[config.mk]
export PLATFORM = sky130hd
export DESIGN_NAME = crc8_packet_engine
export DESIGN_NICKNAME = d
export VERILOG_FILES = /design/src/rtl/crc8_packet_engine.sv
export SDC_FILE = /design/constraint.sdc
export NUM_CORES = 1
export LEC_CHECK = 0
export ABC_AREA = 1
export CORE_MARGIN = 2
export CORE_UTILIZATION = 28
export CTS_BUF_LIST = sky130_fd_sc_hd__clkbuf_2
export CTS_CLUSTER_DIAMETER = 60
export DETAILED_ROUTE_END_ITERATION = 12
export HOLD_SLACK_MARGIN = 0.03
export PLACE_DENSITY = 0.56
export SETUP_SLACK_MARGIN = 0.3
export SYNTH_ARGS = -nofsm -noshare
export SYNTH_HDL_FRONTEND = slang
export SYNTH_SLANG_ARGS = --single-unit
[constraint.sdc]
create_clock -name clk -period 2.7 [get_ports clk]
set_clock_uncertainty 0.05 [all_clocks]
set_input_delay 0.405 -clock clk [delete_from_list [all_inputs] [get_ports clk]]
set_output_delay 0.405 -clock clk [all_outputs]
set_load 0.005 [all_outputs]
[src/rtl/crc8_packet_engine.sv]
// crc8_packet_engine: per-packet CRC-8 over 32-bit words, packed four CRC bytes per byte-enabled write
module crc8_packet_engine #(
  parameter logic [7:0] POLY = 8'h07,
  parameter logic [7:0] INIT = 8'h00
) (
  input  logic        clk,
  input  logic        reset,
  input  logic        s_valid_i,
  output logic        s_ready_o,
  input  logic [31:0] s_data_i,
  input  logic [3:0]  s_be_i,
  input  logic        s_last_i,
  input  logic        flush_i,
  output logic [31:0] data_o,
  output logic [3:0]  we_o,
  output logic        busy_o
);
  localparam logic [0:0] IDLE = 1'b0;
  localparam logic [0:0] PROC = 1'b1;

  logic [0:0]  state_q, state_d;
  logic [1:0]  idx_q, idx_d;
  logic [31:0] word_q, word_d;
  logic [3:0]  be_q, be_d;
  logic        last_q, last_d;
  logic [7:0]  crc_q, crc_d;
  logic [1:0]  slot_cnt_q, slot_cnt_d;
  logic [31:0] slots_q, slots_d;
  logic [31:0] dout_q, dout_d;
  logic [3:0]  we_q, we_d;
  logic [7:0]  cur_byte, crc_upd;
  logic [31:0] slots_new;

  function automatic logic [7:0] crc8_byte(input logic [7:0] c, input logic [7:0] b);
    logic [7:0] r;
    r = c ^ b;
    for (int i = 0; i < 8; i++) r = r[7] ? ((r << 1) ^ POLY) : (r << 1);
    return r;
  endfunction

  assign s_ready_o = (state_q == IDLE);
  assign busy_o    = (state_q != IDLE);
  assign data_o    = dout_q;
  assign we_o      = we_q;

  // next-state: accept a word, walk its four byte lanes, then deposit the CRC or flush
  always_comb begin
    state_d    = state_q;
    idx_d      = idx_q;
    word_d     = word_q;
    be_d       = be_q;
    last_d     = last_q;
    crc_d      = crc_q;
    slot_cnt_d = slot_cnt_q;
    slots_d    = slots_q;
    dout_d     = dout_q;
    we_d       = 4'h0;
    cur_byte   = word_q[{idx_q, 3'b000} +: 8];
    crc_upd    = be_q[idx_q] ? crc8_byte(crc_q, cur_byte) : crc_q;
    slots_new  = slots_q;
    slots_new[{slot_cnt_q, 3'b000} +: 8] = crc_upd;
    if (state_q == IDLE) begin
      if (s_valid_i) begin
        word_d  = s_data_i;
        be_d    = s_be_i;
        last_d  = s_last_i;
        idx_d   = 2'd0;
        state_d = PROC;
      end else if (flush_i && slot_cnt_q != 2'd0) begin
        we_d       = (4'd1 << slot_cnt_q) - 4'd1;
        dout_d     = slots_q;
        slot_cnt_d = 2'd0;
        slots_d    = 32'h0;
      end
    end else begin
      crc_d = crc_upd;
      idx_d = idx_q + 2'd1;
      if (idx_q == 2'd3) begin
        state_d = IDLE;
        if (last_q) begin
          crc_d = INIT;
          if (slot_cnt_q == 2'd3) begin
            we_d       = 4'hF;
            dout_d     = slots_new;
            slots_d    = 32'h0;
            slot_cnt_d = 2'd0;
          end else begin
            slots_d    = slots_new;
            slot_cnt_d = slot_cnt_q + 2'd1;
          end
        end
      end
    end
  end

  // state registers; reset drops any partial CRC and slot contents
  always_ff @(posedge clk) begin
    if (reset) begin
      state_q    <= IDLE;
      idx_q      <= 2'd0;
      word_q     <= 32'h0;
      be_q       <= 4'h0;
      last_q     <= 1'b0;
      crc_q      <= INIT;
      slot_cnt_q <= 2'd0;
      slots_q    <= 32'h0;
      dout_q     <= 32'h0;
      we_q       <= 4'h0;
    end else begin
      state_q    <= state_d;
      idx_q      <= idx_d;
      word_q     <= word_d;
      be_q       <= be_d;
      last_q     <= last_d;
      crc_q      <= crc_d;
      slot_cnt_q <= slot_cnt_d;
      slots_q    <= slots_d;
      dout_q     <= dout_d;
      we_q       <= we_d;
    end
  end
endmodule

==> impl_metrics.ini <==
[yosys]
synth.net_count = 913
synthDistinctLibCells = 40
synth_area_leaders = dfxtp_1 40%, nand2_1 16%, nor2_1 7.9%
netlist.area_leader.share = 0.400
yosys_register_bits = 118
synth_warnings = 0
synth_top_area_cell = dfxtp_1
synth_cells = 864
synth_ff_type = dfxtp_1
yosysSeqAreaShare = 0.400
synth_edf_count = 0
async_flop_share = 0
synthesis.area_sq_um = 5900
synth.avg_cell_area_sq_um = 6.83

[setup_path]
crit_required_ns = 2.25
start_kind = register
cp-end-kind = output port
timing_worst_setup_path_type = reg -> out
r2r_cells = 13
cp_max_fo = 20
worstPathArrival_ns = 1.79

[grt]
antenna_found_initial = 1
grt_pass1_vias = 5182
grt_pass1_wl_um = 26400
grt_use_total = 0.149
grt_max_degree = 81
gr-total-overflow = 0

[sta]
relSlewSlack = 0.393
setup_viol = 0
layout_min_cycle_time_ns = 2.25
worst_pin_slew_ns = 0.905
finalHoldViolations = 0
tns_ns = 0
slew_violations = 0
rsz0062_at_grt = no
fmax_mhz = 445
setup_ws_ns = 0.452
period_share = 0.833

[finish]
layout-drive-gt1-share = 0.120
area_delta_synth_final_pct = 24.9
nNetsFinal = 981

[detailed_routing]
wl_met1_um = 7970
firstDrtPassIters = 5
via_per_inst = 4.65
drt_iter0_markers = 407
drt-wirelength-per-cell_um = 13.4
routed-wl-met2_um = 7450
dr.max_layer_used = met4
dr_wl_met3_um = 721
vias = 5667
drcViolationCount = 0
wirelength_um = 16300
postRouteAntennaNets = 0

[place]
place.gp.congestion = 0.809
dp_slack_ns = 0.240
dp_hpwl_um = 11000
portBuffers = 78

[floorplanning]
die_y_um = 149
die-area_sq_um = 22300
core_sq_um = 20800
pin_count = 79
fp.dieW_um = 149
rows = 53
start_util = 0.283

[hold_path]
min_path_type = in -> reg
hold_depth = 3

[outcome]
status = complete, no violations

[pwr]
cellPowerDensity_nw_per_um2 = 524
ir_drop_mv = 0.311
power_leakage_uw = 0.00278

[cts]
clk_pin_slew_ns = 0.18
cts_tree = yes
cts.sinks = 118
cts_inserted_buffers = 17
htreeDepth = 4
cts_buffer_depth = 2
root_buffer = clkbuf_2
clock_latency_ns = 0.68

[run]
cap_violations = 0
==> synthesized netlist by cell type (4+ instances only) <==
library cell and number:
xnor2_1 6, nand4_1 11, o21ai_0 49, buf_6 4, nand2_2 11, nand3_1 48, ha_1 8, inv_1 32
buf_2 5, clkinv_1 4, nand3_2 6, nor2_1 124, o21ai_2 6, clkbuf_1 37, a21oi_2 9, o21ai_1 15
a21oi_1 78, dfxtp_1 118, nand2_1 255
==> final timing paths <==
check,start,end,slack [ns]
max reg2reg,idx_q[0]$_SDFFE_PP0P_,data_o[25]$_SDFFE_PP0P_,0.47
min reg2reg,slots_q[6]$_SDFFE_PP0P_,slots_q[6]$_SDFFE_PP0P_,0.43
min,reset,we_o[3]$_SDFF_PP0_,0.15
max,busy_o$_SDFF_PP0_,busy_o,0.45
==> sequential cells by signal, indices dropped and copies added, names as in the netlist <==
register / cells
data_o: 32
slot_cnt_q: 2
idx_q: 2
be_q: 4
crc_q: 8
busy_o: 1
we_o: 4
slots_q: 32
last_q: 1
word_q: 32
==> layout by cell type, fill, tap and decap left out, types with 17 or more instances in the layout <==
cell type,netlist,layout
o21ai_0,49,47
nor2_1,124,124
o21ai_1,15,17
nand3_1,48,46
clkbuf_2,0,18
inv_1,32,30
nand2_1,255,252
clkdlybuf4s50_1,0,77
a21oi_1,78,78
dfxtp_1,118,115
==> cell type report <==
type | count | area, sq um
Antenna cell | 1 | 2.50
Clock buffer | 18 | 90.1
Clock inverter | 13 | 163
Fill cell | 2273 | 13500
Inverter | 40 | 160
Multi-Input combinational cell | 655 | 3210
Sequential cell | 118 | 2370
Tap cell | 275 | 344
Timing Repair Buffer | 100 | 1030
==> routing by layer <==
metal,vias to the layer above,track usage
li1,2947,-
met5,-,0
met1,2605,0.203
met4,0,0.0405
met2,104,0.238
met3,11,0.0346
==> worst max-delay path, stage by stage, from the launching register on <==
cell and delay (ns):
dfxtp_4 0.42, buf_12 0.17, clkdlybuf4s50_1 0.53
==> cells by family after synthesis <==
logic type / share of synthesized area
DFF: 0.400
and+or+nand+nor: 0.333
xor gates and xnor gates: 0.0295
AOI/OAI and AO/OA: 0.154
buffers and inverters: 0.0657
adders and majority gates: 0.0170
==> metrics by stage <==
stage          utilization  power, uW  area, sq um  instances  hold slack (ns)
2_1_floorplan            -       2390         5900        864            0.380
3_3_place_gp         0.334       2590         6950       1183            0.404
3_5_place_dp         0.334       2590         6950       1183            0.405
4_1_cts              0.350       3890         7280       1218           0.0649
5_1_grt              0.354       4080         7370       1220           0.0903
6_report             0.354       3860         7370       1220            0.153
==> report_power, final <==
group / internal [uW] / leakage [uW] / switching [uW]
combinational: 298 / 0.00167 / 447
clock: 589 / 0.000153 / 675
sequential: 1800 / 0.000962 / 50.5
==> timing repair <==
| item | CTS | global route |
|---|---|---|
| pin swaps | 0 | 3 |
| hold buffers | 0 | 0 |
| buffers inserted | 3 | 1 |
| gates resized for setup | 9 | 22 |
| endpoints found under the setup margin | 10 | 49 |
| gates cloned | 1 | 0 |
Power figures use the tool's default switching activity.
